--- src/rtl/lgn_frame_ctrl_if.sv ---
// lgn_frame_ctrl_if: byte-stream input, lgn loading, lgn result and result
// handshake signals of the frame sequencer, grouped into one bundle.
// master = upstream/downstream environment, slave = the controller.
interface lgn_frame_ctrl_if;
  logic       in_valid;
  logic       in_ready;
  logic [7:0] in_data;
  logic       lgn_we;
  logic [7:0] lgn_data;
  logic [3:0] lgn_index;
  logic [7:0] lgn_value;
  logic       res_valid;
  logic       res_ready;
  logic [3:0] res_index;
  logic [7:0] res_value;
  logic       busy;
  logic       err;

  modport master (
    output in_valid, in_data, lgn_index, lgn_value, res_ready,
    input  in_ready, lgn_we, lgn_data, res_valid, res_index, res_value, busy, err
  );

  modport slave (
    input  in_valid, in_data, lgn_index, lgn_value, res_ready,
    output in_ready, lgn_we, lgn_data, res_valid, res_index, res_value, busy, err
  );
endinterface

--- src/rtl/lgn_frame_ctrl.sv ---
// lgn_frame_ctrl: loads one binarised image into the lgn shift register byte by
// byte, waits for the network/argmax to settle, then captures and holds the
// winning index/score under a valid/ready handshake.
// Optional build macro LGN_CTRL_TIMEOUT_EN: aborts a frame that stalls in LOAD
// for TIMEOUT_CYCLES cycles and pulses err for one cycle.
module lgn_frame_ctrl #(
  parameter int BYTES_PER_FRAME = 98,
  parameter int SETTLE_CYCLES   = 4,
  parameter int TIMEOUT_CYCLES  = 255
) (
  input logic            clk,
  input logic            rst,
  lgn_frame_ctrl_if.slave bus
);

  localparam int              CNT_W       = $clog2(BYTES_PER_FRAME + 1);
  localparam logic [CNT_W-1:0] LAST_CNT   = CNT_W'(BYTES_PER_FRAME - 1);
  localparam logic [7:0]      SETTLE_LOAD = 8'(SETTLE_CYCLES - 1);

  typedef enum logic [1:0] {IDLE, LOAD, SETTLE, RESULT} state_t;

  state_t           state_reg;
  logic [CNT_W-1:0] byte_cnt_reg;
  logic [7:0]       settle_cnt_reg;
  logic             res_valid_reg;
  logic [3:0]       res_index_reg;
  logic [7:0]       res_value_reg;
  logic             in_ready;
  logic             xfer;
  logic             stall_limit;

  assign in_ready      = (state_reg == IDLE) || (state_reg == LOAD);
  assign xfer          = bus.in_valid & in_ready;
  assign bus.in_ready  = in_ready;
  // lgn shifts on write_enable, so every accepted byte goes straight through
  assign bus.lgn_we    = xfer;
  assign bus.lgn_data  = bus.in_data;
  assign bus.res_valid = res_valid_reg;
  assign bus.res_index = res_index_reg;
  assign bus.res_value = res_value_reg;
  assign bus.busy      = (state_reg != IDLE);

`ifdef LGN_CTRL_TIMEOUT_EN
  localparam int               STALL_W    = $clog2(TIMEOUT_CYCLES + 1);
  localparam logic [STALL_W-1:0] STALL_LAST = STALL_W'(TIMEOUT_CYCLES - 1);

  logic [STALL_W-1:0] stall_cnt_reg;
  logic               err_reg;

  // the limit cycle is the TIMEOUT_CYCLES-th LOAD cycle without a transfer;
  // a transfer in that cycle wins and keeps the frame alive
  assign stall_limit = (state_reg == LOAD) && !xfer && (stall_cnt_reg == STALL_LAST);
  assign bus.err     = err_reg;

  // stall counter and one-cycle abort pulse
  always_ff @(posedge clk or posedge rst) begin
    if (rst) begin
      stall_cnt_reg <= '0;
      err_reg       <= 1'b0;
    end else begin
      err_reg <= stall_limit;
      if ((state_reg == LOAD) && !xfer && !stall_limit)
        stall_cnt_reg <= stall_cnt_reg + STALL_W'(1);
      else
        stall_cnt_reg <= '0;
    end
  end
`else
  assign stall_limit = 1'b0;
  // constant 0; the parameter reference keeps TIMEOUT_CYCLES from dangling here
  assign bus.err     = 1'b0 & (TIMEOUT_CYCLES != 0);
`endif

  // frame sequencer: load bytes, settle, capture, hold result
  always_ff @(posedge clk or posedge rst) begin
    if (rst) begin
      state_reg      <= IDLE;
      byte_cnt_reg   <= '0;
      settle_cnt_reg <= '0;
      res_valid_reg  <= 1'b0;
      res_index_reg  <= '0;
      res_value_reg  <= '0;
    end else begin
      case (state_reg)
        IDLE: begin
          byte_cnt_reg <= '0;
          if (xfer) begin
            byte_cnt_reg <= CNT_W'(1);
            if (BYTES_PER_FRAME == 1) begin
              state_reg      <= SETTLE;
              settle_cnt_reg <= SETTLE_LOAD;
            end else begin
              state_reg <= LOAD;
            end
          end
        end
        LOAD: begin
          if (xfer) begin
            byte_cnt_reg <= byte_cnt_reg + CNT_W'(1);
            if (byte_cnt_reg == LAST_CNT) begin
              state_reg      <= SETTLE;
              settle_cnt_reg <= SETTLE_LOAD;
            end
          end else if (stall_limit) begin
            state_reg    <= IDLE;
            byte_cnt_reg <= '0;
          end
        end
        SETTLE: begin
          if (settle_cnt_reg == 8'd0) begin
            state_reg     <= RESULT;
            res_valid_reg <= 1'b1;
            res_index_reg <= bus.lgn_index;
            res_value_reg <= bus.lgn_value;
          end else begin
            settle_cnt_reg <= settle_cnt_reg - 8'd1;
          end
        end
        RESULT: begin
          if (bus.res_ready) begin
            state_reg     <= IDLE;
            res_valid_reg <= 1'b0;
          end
        end
        default: state_reg <= IDLE;
      endcase
    end
  end

endmodule
--- src/flat_wrapper.sv ---
// flat-port wrapper written by rule: the top's interface ports become plain ports
module lgn_frame_ctrl_flat 
#(
  parameter int BYTES_PER_FRAME = 98,
  parameter int SETTLE_CYCLES   = 4,
  parameter int TIMEOUT_CYCLES  = 255
)
  (clk, rst, bus_in_valid, bus_in_data, bus_lgn_index, bus_lgn_value, bus_res_ready, bus_in_ready, bus_lgn_we, bus_lgn_data, bus_res_valid, bus_res_index, bus_res_value, bus_busy, bus_err);
  lgn_frame_ctrl_if bus_i ();
  input logic clk;
  input logic rst;
  input wire logic [$bits(bus_i.in_valid)-1:0] bus_in_valid;
  input wire logic [$bits(bus_i.in_data)-1:0] bus_in_data;
  input wire logic [$bits(bus_i.lgn_index)-1:0] bus_lgn_index;
  input wire logic [$bits(bus_i.lgn_value)-1:0] bus_lgn_value;
  input wire logic [$bits(bus_i.res_ready)-1:0] bus_res_ready;
  output wire logic [$bits(bus_i.in_ready)-1:0] bus_in_ready;
  output wire logic [$bits(bus_i.lgn_we)-1:0] bus_lgn_we;
  output wire logic [$bits(bus_i.lgn_data)-1:0] bus_lgn_data;
  output wire logic [$bits(bus_i.res_valid)-1:0] bus_res_valid;
  output wire logic [$bits(bus_i.res_index)-1:0] bus_res_index;
  output wire logic [$bits(bus_i.res_value)-1:0] bus_res_value;
  output wire logic [$bits(bus_i.busy)-1:0] bus_busy;
  output wire logic [$bits(bus_i.err)-1:0] bus_err;
  assign bus_i.in_valid = bus_in_valid;
  assign bus_i.in_data = bus_in_data;
  assign bus_i.lgn_index = bus_lgn_index;
  assign bus_i.lgn_value = bus_lgn_value;
  assign bus_i.res_ready = bus_res_ready;
  assign bus_in_ready = bus_i.in_ready;
  assign bus_lgn_we = bus_i.lgn_we;
  assign bus_lgn_data = bus_i.lgn_data;
  assign bus_res_valid = bus_i.res_valid;
  assign bus_res_index = bus_i.res_index;
  assign bus_res_value = bus_i.res_value;
  assign bus_busy = bus_i.busy;
  assign bus_err = bus_i.err;
  lgn_frame_ctrl #(.BYTES_PER_FRAME(BYTES_PER_FRAME), .SETTLE_CYCLES(SETTLE_CYCLES), .TIMEOUT_CYCLES(TIMEOUT_CYCLES)) u_core (.clk(clk), .rst(rst), .bus(bus_i));
endmodule
--- config.mk ---
export PLATFORM = sky130hd
export DESIGN_NAME = lgn_frame_ctrl_flat
export DESIGN_NICKNAME = d
export VERILOG_FILES = /design/src/rtl/lgn_frame_ctrl_if.sv /design/src/rtl/lgn_frame_ctrl.sv /design/src/flat_wrapper.sv
export SDC_FILE = /design/constraint.sdc
export NUM_CORES = 1
export LEC_CHECK = 0
export CAP_MARGIN = 20
export CORE_MARGIN = 1.5
export CORE_UTILIZATION = 36
export DETAILED_ROUTE_END_ITERATION = 8
export RECOVER_POWER = 25
export SLEW_MARGIN = 10
export SYNTH_ARGS = -nofsm -noshare
export SYNTH_HDL_FRONTEND = slang
export SYNTH_SLANG_ARGS = --single-unit
--- constraint.sdc ---
create_clock -name clk -period 2.4 [get_ports clk]
set_input_delay 0.24 -clock clk [delete_from_list [all_inputs] [get_ports clk]]
set_output_delay 0.24 -clock clk [all_outputs]
set_load 0.01 [all_outputs]
==> results.py <==
metrics = {
    "finish": {
        "final_layout_size_suffix_gt1_share_pct": 7.042,
        "postLayoutCellArea_um2": 2073,
        "area_grow_syn2layout_pct": 24.40,
        "finish.net_count": 244,
        "final_cell_mix": "nand2_1, clkdlybuf4s50_1, dfrtp_1",
        "final_core_occ_pct": 46.97,
        "total_inserted_antenna_cells": 0,
        "final_common_cell": "nand2_1",
    },
    "power": {
        "cellPowerDensity_nw_per_um2": 1193,
        "p_leak_nw": 0.9844,
        "maximum_vdd_ir_drop_uv": 494.8,
    },
    "place": {
        "dpl-instance-area_um2": 1968,
        "io_buffers": 31,
        "post-place-ws_ps": 386.3,
        "gp_congestion": 0.8306,
        "detailed_place_hpwl_mm": 2.280,
    },
    "worst_hold_path": {
        "worstHoldPathType": "flop to flop",
    },
    "clock_tree": {
        "cts_hold_buf": 0,
        "cts_tree": "yes",
        "cts_sinks": 30,
        "clock-root-buffer": "clkbuf_8",
        "ctsLongestPathBuffers": 2,
        "cts-htree-levels": 2,
        "tritoncts.num_buffers": 5,
        "post_cts_buffers": 0,
        "clock_latency_ps": 280,
        "clkTransAtPathRegs_ps": 70,
        "post_cts.resized_instances": 0,
    },
    "sta": {
        "timing.setup.tns_ps": 0,
        "fmax_ghz": 0.4629,
        "final_hold_fails": 0,
        "worst_slew_pin_slew_ps": 1591,
        "rsz0062_at_grt": "false",
        "timing.hold.ws_ps": 477.1,
        "maxSlewHeadroom_pct": -6.039,
        "final_setup_vio_count": 0,
        "finalWorstPathRequiredPeriod_ps": 2160,
        "finalClockSkew_ps": 7.820,
        "final.period_utilization_pct": 90.01,
        "layout_setup_ws_ps": 239.8,
        "number_of_pins_with_negative_max_slew_slack_in_the_final_report": 31,
    },
    "route": {
        "detail_route.wirelength_mm": 3.156,
        "detail_route.drc_violations": 0,
        "ant_nets": 0,
        "detail_route.wl_per_cell_um": 11.91,
        "router_iterations_before_antenna_repair": 4,
        "vias": 1258,
        "drt_first_iter_violations": 30,
        "viasPerCell": 4.747,
    },
    "critical_path": {
        "worst-endpoint-required_ps": 2160,
        "critPathArrivalTime_ps": 1920,
        "worst-setup-path-type": "flop to output port",
        "critical_path_peak_fanout": 9,
        "timing.critical_path.to_type": "output port",
        "cp-start-kind": "flop",
    },
    "grt": {
        "wire_length_of_the_first_global_routing_pass_mm": 5.451,
        "first_global_vias": 1227,
        "antenna_violations_before_repair": 0,
        "overflow": 0,
        "grt_max_degree": 31,
        "grt_usage_pct": 13.59,
    },
    "synthesis": {
        "yosys.area_share.xor_xnor_pct": 2.102,
        "synth-seq-area-share_pct": 45.05,
        "syn-cell-area_um2": 1667,
        "synth.ff_latch_count": 30,
        "ys.warnings.count": 0,
        "synthArstFlopShare_pct": 100.0,
        "ys.flop_type": "dfrtp_1",
        "post_synth.cell_area_avg_um2": 9.009,
        "post_synth_inst_count": 185,
        "synth-simple-area-share_pct": 25.75,
        "compound_gate_portion_of_the_synthesized_area_pct": 6.682,
        "synth.distinct_cells": 36,
        "main_combinational_cell_family_by_area_after_synthesis": "simple AND/OR/NAND/NOR gates",
        "synth_edf_count": 0,
        "synth_fa_ha_area_share_pct": 6.006,
        "syn_nets": 217,
        "synth.mux.area_fraction_pct": 5.480,
    },
    "floorplanning": {
        "placementRows": 24,
        "die_h_um": 71.04,
        "die-area_um2": 5047,
        "io-pin-count": 49,
        "die_width_um": 71.04,
        "core-area_um2": 4414,
        "starting_density_of_the_core_pct": 37.76,
    },
    "run_status": {
        "result_of_the_run": "finished with violations",
        "violations": "capacitance limit, slew limit",
    },
    "run": {
        "maxCapViolCount": 1,
    },
}
-- metrics by stage --
step | cells | power [mW]
CTS | 265 | 2.508
detailed placement | 257 | 1.994
global placement | 257 | 1.979
global route | 265 | 2.675
finish | 265 | 2.472
floorplan | 185 | 1.554
-- per-layer routing --
layer / vias to the layer above / wire, µm / GRT usage (%)
met2: 16 / 1483 / 21.60
li1: 644 / - / -
met4: 0 / 38 / 5.660
met1: 592 / 1547 / 16.97
met5: - / 0 / 0
met3: 6 / 87 / 4.558
-- cells by family (layout without fill, tap and decap cells) --
group,Yosys count,after routing
compound gates,14,14
xor+xnor,4,4
fa+ha+maj,8,8
buf+inv,27,55
flops,30,30
mux,9,9
other cells,1,1
simple gates,92,92
-- final timing paths --
kind,start,to,slack [ps],depth (start not counted)
worst max-delay path,u_core.state_reg[1],bus_lgn_we,240,5
worst min register to register,u_core.bus.res_value[0],u_core.bus.res_value[0],480,2
worst min-delay path,u_core.bus.res_value[0],u_core.bus.res_value[0],480,2
min in group asynchronous,rst,u_core.bus.res_value[6],800,3
max in group asynchronous,rst,u_core.state_reg[1],670,3
worst max register to register,u_core.state_reg[1],u_core.settle_cnt_reg[7],380,6
-- cell type report --
class	instances	area (µm²)
inverters	13	48.80
multi-input cells	128	770.7
clock inverters	3	40.04
well taps	52	65.06
flip-flops and latches	30	750.7
repair buffers	34	329.1
clock buffers	5	68.82
fillers	420	2341
-- report_power, final --
group	switching, mW	internal [mW]	leakage [nW]
registers	0.158	0.718	0.359
clock network	0.196	0.305	0.0579
logic	0.539	0.557	0.568
total	0.893	1.58	0.984
-- Yosys cell counts (all sizes together), types with 3 or more instances --
| library cell | count | area share [%] |
|---|---|---|
| nand2 | 51 | 11 |
| dfrtp | 30 | 45 |
| inv | 13 | 2.9 |
| buf | 12 | 5.3 |
| nor2 | 11 | 2.5 |
| ha | 8 | 6.0 |
| mux2i | 8 | 4.8 |
| nand3 | 6 | 1.8 |
| nand2b | 5 | 1.9 |
| o21ai | 5 | 1.5 |
| nor4 | 4 | 1.5 |
| xnor2 | 4 | 2.1 |
| nand4 | 3 | 1.1 |
-- critical path, cell delays in order, from the launching register on --
cell and delay [ps]:
dfrtp_1 400, inv_1 90, ha_1 350, nor2_1 110
nor2_1 140, clkdlybuf4s50_1 550
Power figures use the tool's default switching activity.
